$ cat src/rtl/sobel_pkg.sv
// Shared types and address layout for the Sobel core and its frame loader.
// The {row, col} packing here must match the core's read addressing.
package sobel_pkg;

  typedef enum logic [1:0] {IDLE, LOAD, FLUSH, RUN} state_t;

  localparam int IMG_W_DEF = 512;
  localparam int IMG_H_DEF = 512;
  localparam int PIX_W_DEF = 8;
  localparam int COL_W_DEF = 9;
  localparam int ROW_W_DEF = 9;

  function automatic logic [31:0] pack_addr(input logic [15:0] row,
                                            input logic [15:0] col,
                                            input int unsigned col_w);
    return (32'(row) << col_w) | 32'(col);
  endfunction

endpackage

$ cat src/rtl/sobel_frame_loader_raster_counter.sv
// Raster col/row position tracker; updates on the edge a beat is consumed.
// No backpressure of its own: the caller qualifies step/restart with the handshake.
module raster_counter import sobel_pkg::*; #(
  parameter int IMG_W = IMG_W_DEF,
  parameter int IMG_H = IMG_H_DEF,
  parameter int COL_W = COL_W_DEF,
  parameter int ROW_W = ROW_W_DEF
) (
  input  logic             ap_clk,
  input  logic             ap_rst,
  input  logic             restart,
  input  logic             step,
  input  logic             tlast,
  output logic [COL_W-1:0] col,
  output logic [ROW_W-1:0] row,
  output logic             last_pix,
  output logic             line_err
);

  logic eol;
  logic last_row;

  assign eol      = (col == COL_W'(IMG_W - 1));
  assign last_row = (row == ROW_W'(IMG_H - 1));
  assign last_pix = last_row & eol;
  // A line is malformed when tlast and the column limit disagree.
  assign line_err = step & (tlast != eol);

  always_ff @(posedge ap_clk or posedge ap_rst) begin
    if (ap_rst) begin
      col <= '0;
      row <= '0;
    end else if (restart) begin
      col <= COL_W'(1);
      row <= '0;
    end else if (step) begin
      if (tlast || eol) begin
        col <= '0;
        row <= last_row ? '0 : row + 1'b1;
      end else begin
        col <= col + 1'b1;
      end
    end
  end

endmodule

$ cat src/rtl/sobel_frame_loader.sv
// Loads one raster frame into the core's input BRAM, then runs the core via ap_start/ap_done.
// Writes land one cycle after acceptance; s_tready drops from the last pixel until ap_done.
module sobel_frame_loader import sobel_pkg::*; #(
  parameter int IMG_W = IMG_W_DEF,
  parameter int IMG_H = IMG_H_DEF,
  parameter int COL_W = COL_W_DEF,
  parameter int ROW_W = ROW_W_DEF,
  parameter int PIX_W = PIX_W_DEF
) (
  input  logic                   ap_clk,
  input  logic                   ap_rst,
  input  logic [PIX_W-1:0]       s_tdata,
  input  logic                   s_tvalid,
  output logic                   s_tready,
  input  logic                   s_tuser,
  input  logic                   s_tlast,
  output logic [ROW_W+COL_W-1:0] mem_address0,
  output logic                   mem_ce0,
  output logic                   mem_we0,
  output logic [PIX_W-1:0]       mem_d0,
  output logic                   core_start,
  input  logic                   core_done,
  output logic                   frame_done,
  output logic                   err_line,
  output logic                   err_sof,
  output logic [15:0]            frame_cnt
);

  localparam int ADDR_W = ROW_W + COL_W;

  state_t             state;
  logic               tready_q;
  logic               acc;
  logic               restart;
  logic               step;
  logic               wr_vld;
  logic [ADDR_W-1:0]  wr_addr;
  logic [COL_W-1:0]   col_cnt;
  logic [ROW_W-1:0]   row_cnt;
  logic               last_pix;
  logic               line_err;

  assign s_tready = tready_q;
  // tready is only high in IDLE/LOAD, so acc already implies one of those states.
  assign acc      = s_tvalid & tready_q;
  assign restart  = acc & s_tuser;
  assign step     = acc & ~s_tuser & (state == LOAD);
  assign wr_vld   = restart | step;
  assign wr_addr  = restart ? '0
                            : ADDR_W'(pack_addr(16'(row_cnt), 16'(col_cnt), COL_W));

  raster_counter #(
    .IMG_W(IMG_W),
    .IMG_H(IMG_H),
    .COL_W(COL_W),
    .ROW_W(ROW_W)
  ) u_raster (
    .ap_clk  (ap_clk),
    .ap_rst  (ap_rst),
    .restart (restart),
    .step    (step),
    .tlast   (s_tlast),
    .col     (col_cnt),
    .row     (row_cnt),
    .last_pix(last_pix),
    .line_err(line_err)
  );

  always_ff @(posedge ap_clk or posedge ap_rst) begin
    if (ap_rst) begin
      state        <= IDLE;
      tready_q     <= 1'b0;
      mem_ce0      <= 1'b0;
      mem_we0      <= 1'b0;
      mem_address0 <= '0;
      mem_d0       <= '0;
      core_start   <= 1'b0;
      frame_done   <= 1'b0;
      err_line     <= 1'b0;
      err_sof      <= 1'b0;
      frame_cnt    <= '0;
    end else begin
      mem_ce0    <= wr_vld;
      mem_we0    <= wr_vld;
      frame_done <= 1'b0;
      if (wr_vld) begin
        mem_address0 <= wr_addr;
        mem_d0       <= s_tdata;
      end
      case (state)
        IDLE: begin
          tready_q <= 1'b1;
          if (restart) state <= LOAD;
        end
        LOAD: begin
          if (restart) begin
            err_sof <= 1'b1;
          end else if (step) begin
            if (line_err) err_line <= 1'b1;
            if (last_pix) begin
              state    <= FLUSH;
              tready_q <= 1'b0;
            end
          end
        end
        FLUSH: begin
          state      <= RUN;
          core_start <= 1'b1;
        end
        RUN: begin
          if (core_done) begin
            core_start <= 1'b0;
            frame_done <= 1'b1;
            frame_cnt  <= frame_cnt + 16'd1;
            tready_q   <= 1'b1;
            state      <= IDLE;
          end
        end
        default: state <= IDLE;
      endcase
    end
  end

endmodule
$ cat config.mk
export PLATFORM = sky130hd
export DESIGN_NAME = sobel_frame_loader
export DESIGN_NICKNAME = d
export VERILOG_FILES = /design/src/rtl/sobel_pkg.sv /design/src/rtl/sobel_frame_loader_raster_counter.sv /design/src/rtl/sobel_frame_loader.sv
export SDC_FILE = /design/constraint.sdc
export NUM_CORES = 1
export LEC_CHECK = 0
export ABC_CLOCK_PERIOD_IN_PS = 5500
export CAP_MARGIN = 20
export CORE_MARGIN = 5
export CORE_UTILIZATION = 39
export DETAILED_ROUTE_END_ITERATION = 8
export GPL_TIMING_DRIVEN = 1
export SETUP_SLACK_MARGIN = 0.5
export SLEW_MARGIN = 40
export SYNTH_ARGS = -nofsm -noshare
export SYNTH_HDL_FRONTEND = slang
export SYNTH_SLANG_ARGS = --single-unit
$ cat constraint.sdc
create_clock -name ap_clk -period 5.5 [get_ports ap_clk]
set_input_delay 0.55 -clock ap_clk [delete_from_list [all_inputs] [get_ports ap_clk]]
set_output_delay 0.55 -clock ap_clk [all_outputs]
set_load 0.1 [all_outputs]
==> reports/qor.csv <==
stage;metric;value;unit
synth;ys.flop_type;dfrtp_1;
die;io_pins;63;
synth;async_reset_ff_frac;1.000;
clock_network;cts_setup_buffers;0;
route;wl_per_cell;14.28;µm
layout;synthToLayoutAreaGrowth;20.48;%
placed_design;place_area;3596;µm²
sta;worstMarginPinSlew;0.6279;ns
placed_design;place_ws;2.706;ns
power;ir_drop;0.09751;mV
placed_design;portBuffers;62;
route;first_iter_violations;89;
layout;nets;399;
power;power_density;251.0;nW/µm²
route;drc;0;
synth;yosysTopAreaCell;dfrtp_1;
sta;grt_setup_unrepaired;no;
synth;synth_mux_area_frac;0.003566;
layout;drive_gt1_frac;0.2137;
synth;synth-edff-count;0;
clock_network;cts_resized;0;
sta;setup_tns;0;ns
die;coreArea;7807;µm²
sta;period_share;0.4337;
sta;hold_viol;0;
sta;period_minus_slack;2.385;ns
route;finalWirelength;6.869;mm
clock_network;clkSinkCount;68;
synth;syn_avg_cell_area;10.06;µm²
worst_setup_path;reg2reg_slack;3.11;ns
die;start_util;0.4045;
worst_setup_path;crit_arrival;2.65;ns
synth;synth_xor_area_frac;0.05547;
die;rows;32;
clock_network;cts.reportedPaths.clkPinSlew;0.07;ns
synth;synth_fa_ha_area_frac;0.03962;
clock_network;cts_made_buffers;9;
route;first_pass_iters;4;
worst_setup_path;worstPathMaxFanout;8;
global_routing;grt_max_degree;69;
clock_network;clk_path_buf_depth;2;
min_path;hp-class;reg2reg;
layout;stdcell_area;3805;µm²
synth;netlist_top_cells_area;dfrtp_1, nand2_1, nand3_1;
layout;num-fill-cells;742;
global_routing;grt_use_total;0.1441;
synth;syn_inst;314;
placed_design;place_congestion;0.7657;
placed_design;post-dp-hpwl;4.706;mm
worst_setup_path;required;5.76;ns
power;p_leak;0.002101;µW
sta;relSlewSlack;0.5814;
clock_network;clock_latency;0.33;ns
status;status;finished clean;
synth;syn-cell-area;3158;µm²
synth;synthDistinctLibCells;41;
sta;finalSetupViolCount;0;
clock_network;cts.htree.levels;3;
global_routing;grt_pass1_wl;11.58;mm
sta;fmax;419.2;MHz
run;cap_violations;0;
clock_network;cts_tree;yes;
global_routing;grt_pass1_vias;2376;
synth;synth_top_family_by_area;simple AND/OR/NAND/NOR gates;
worst_setup_path;end_kind;flop;
die;dieWidth;99.99;µm
clock_network;root_buffer;clkbuf_8;
die;fp.dieH;99.99;µm
synth;synth.top_cell.area_share;0.5388;
synth;synth_compound_gate_area_share;0.09231;
route;viasPerCell;4.996;
route;vias;2403;
synth;synth_fp_nets;338;
synth;synth-seq-cells;68;
sta;finClkSkew;0.005759;ns
worst_setup_path;criticalPathCategory;reg2reg;
sta;setup_ws;3.115;ns
clock_network;cts_hold_buffers;0;
synth;synth-simple-area-share;0.2294;
global_routing;grt_overflow;0;
synth;ys_warn_count;0;
global_routing;grt_antenna_before_repair;0;
route;ant_nets;0;
die;dieArea;9997;µm²
layout;n_antenna_cell;0;
power;total_power;955.2;µW
sta;slew_viol_final;0;
synth;synth-seq-area-share;0.5388;
worst_setup_path;cp-start-kind;flop;
cells by family after synthesis:
logic type | Yosys count
adder cells (fa/ha/maj) | 10
buffers and inverters | 26
XOR/XNOR | 20
AO/OA/AOI/OAI | 42
AND/OR/NAND/NOR | 147
flip-flops | 68
multiplexers | 1
layout make-up:
type / instances / area [µm²] / share of cell area
clock buffer: 9 / 123.9 / 0.03256
clock inverter: 6 / 80.08 / 0.02105
inverter: 12 / 45.04 / 0.01184
timing repair buffer: 64 / 394.1 / 0.1036
tap: 102 / 127.6 / 0.03354
multi-input combinational: 220 / 1333 / 0.3502
sequential: 68 / 1702 / 0.4472
Yosys cell counts (2+ instances only):
master,count
xor2_1,6
buf_2,4
and3_1,5
o211ai_1,2
a21oi_1,7
nand2_1,77
o21ai_0,7
nor3_1,2
nand3_1,29
o21ai_1,8
clkbuf_1,4
nand4_1,7
ha_1,10
inv_1,10
inv_2,2
a21o_1,3
nor3_4,3
buf_4,5
a31oi_1,7
nor2_1,15
dfrtp_1,68
xnor2_1,14
state kept, by name, summed over array words and instances (netlist names):
signal and count:
core_start 1, err_line 1, err_sof 1, frame_cnt 16, frame_done 1, mem_address0 18, mem_d0 8, mem_we0 1
s_tready 1, state 2, u_raster.col 9, u_raster.row 9
final timing paths:
kind / start / to / cells after the start
max: u_raster.col[0] / u_raster.row[6] / 10
min: err_sof / err_sof / 1
max in group asynchronous: ap_rst / core_start / 3
min in group asynchronous: ap_rst / frame_cnt[14] / 3
min reg2reg: err_sof / err_sof / 1
max reg2reg: u_raster.col[0] / u_raster.row[6] / 10
critical path, stage by stage (launching register included):
cell	delay [ns]
dfrtp_1	0.43
ha_1	0.27
nand3_1	0.10
nor2_1	0.05
ha_1	0.20
inv_1	0.06
ha_1	0.35
nor2b_1	0.11
o211ai_1	0.47
o21ai_0	0.16
o21ai_1	0.10
metrics by stage:
stage | cells | util | hold slack [ns]
finish | 481 | 0.4873 | 0.4592
floorplan | 314 | - | 0.4511
global placement | 466 | 0.4915 | 0.4382
global route | 481 | 0.4873 | 0.4911
detailed placement | 466 | 0.4606 | 0.4481
CTS | 481 | 0.4867 | 0.4642
where the power goes:
part           leakage, µW  switching, µW  internal [µW]
combinational      0.00105           15.3           10.2
clock             0.000109            180            249
sequential        0.000940              0            500
placed cells by master (no fill, tap or decap), types with 2 or more instances in the layout:
cell and n:
nand2_1 77, a21oi_1 7, clkdlybuf4s50_1 13, o21ai_0 7, dfrtp_1 68, o21ai_1 8, nor2_1 15, bufinv_16 2
nor3_4 3, inv_1 9, xor2_1 6, clkbuf_8 9, buf_2 49, and3_1 5, o211ai_1 2, a21o_1 3
inv_2 3, xnor2_1 14, a31oi_1 7, clkinv_2 4, nand3_1 28, nand4_1 7, nor3_1 2, ha_1 10
routing by layer:
metal  share of wire  up-vias  GRT usage
met2            0.45       66     0.2186
met4           0.014        0    0.05907
li1                -     1187          -
met5               0        -          0
met3           0.059        9    0.03614
met1            0.48     1141     0.1974
Power figures use the tool's default switching activity.
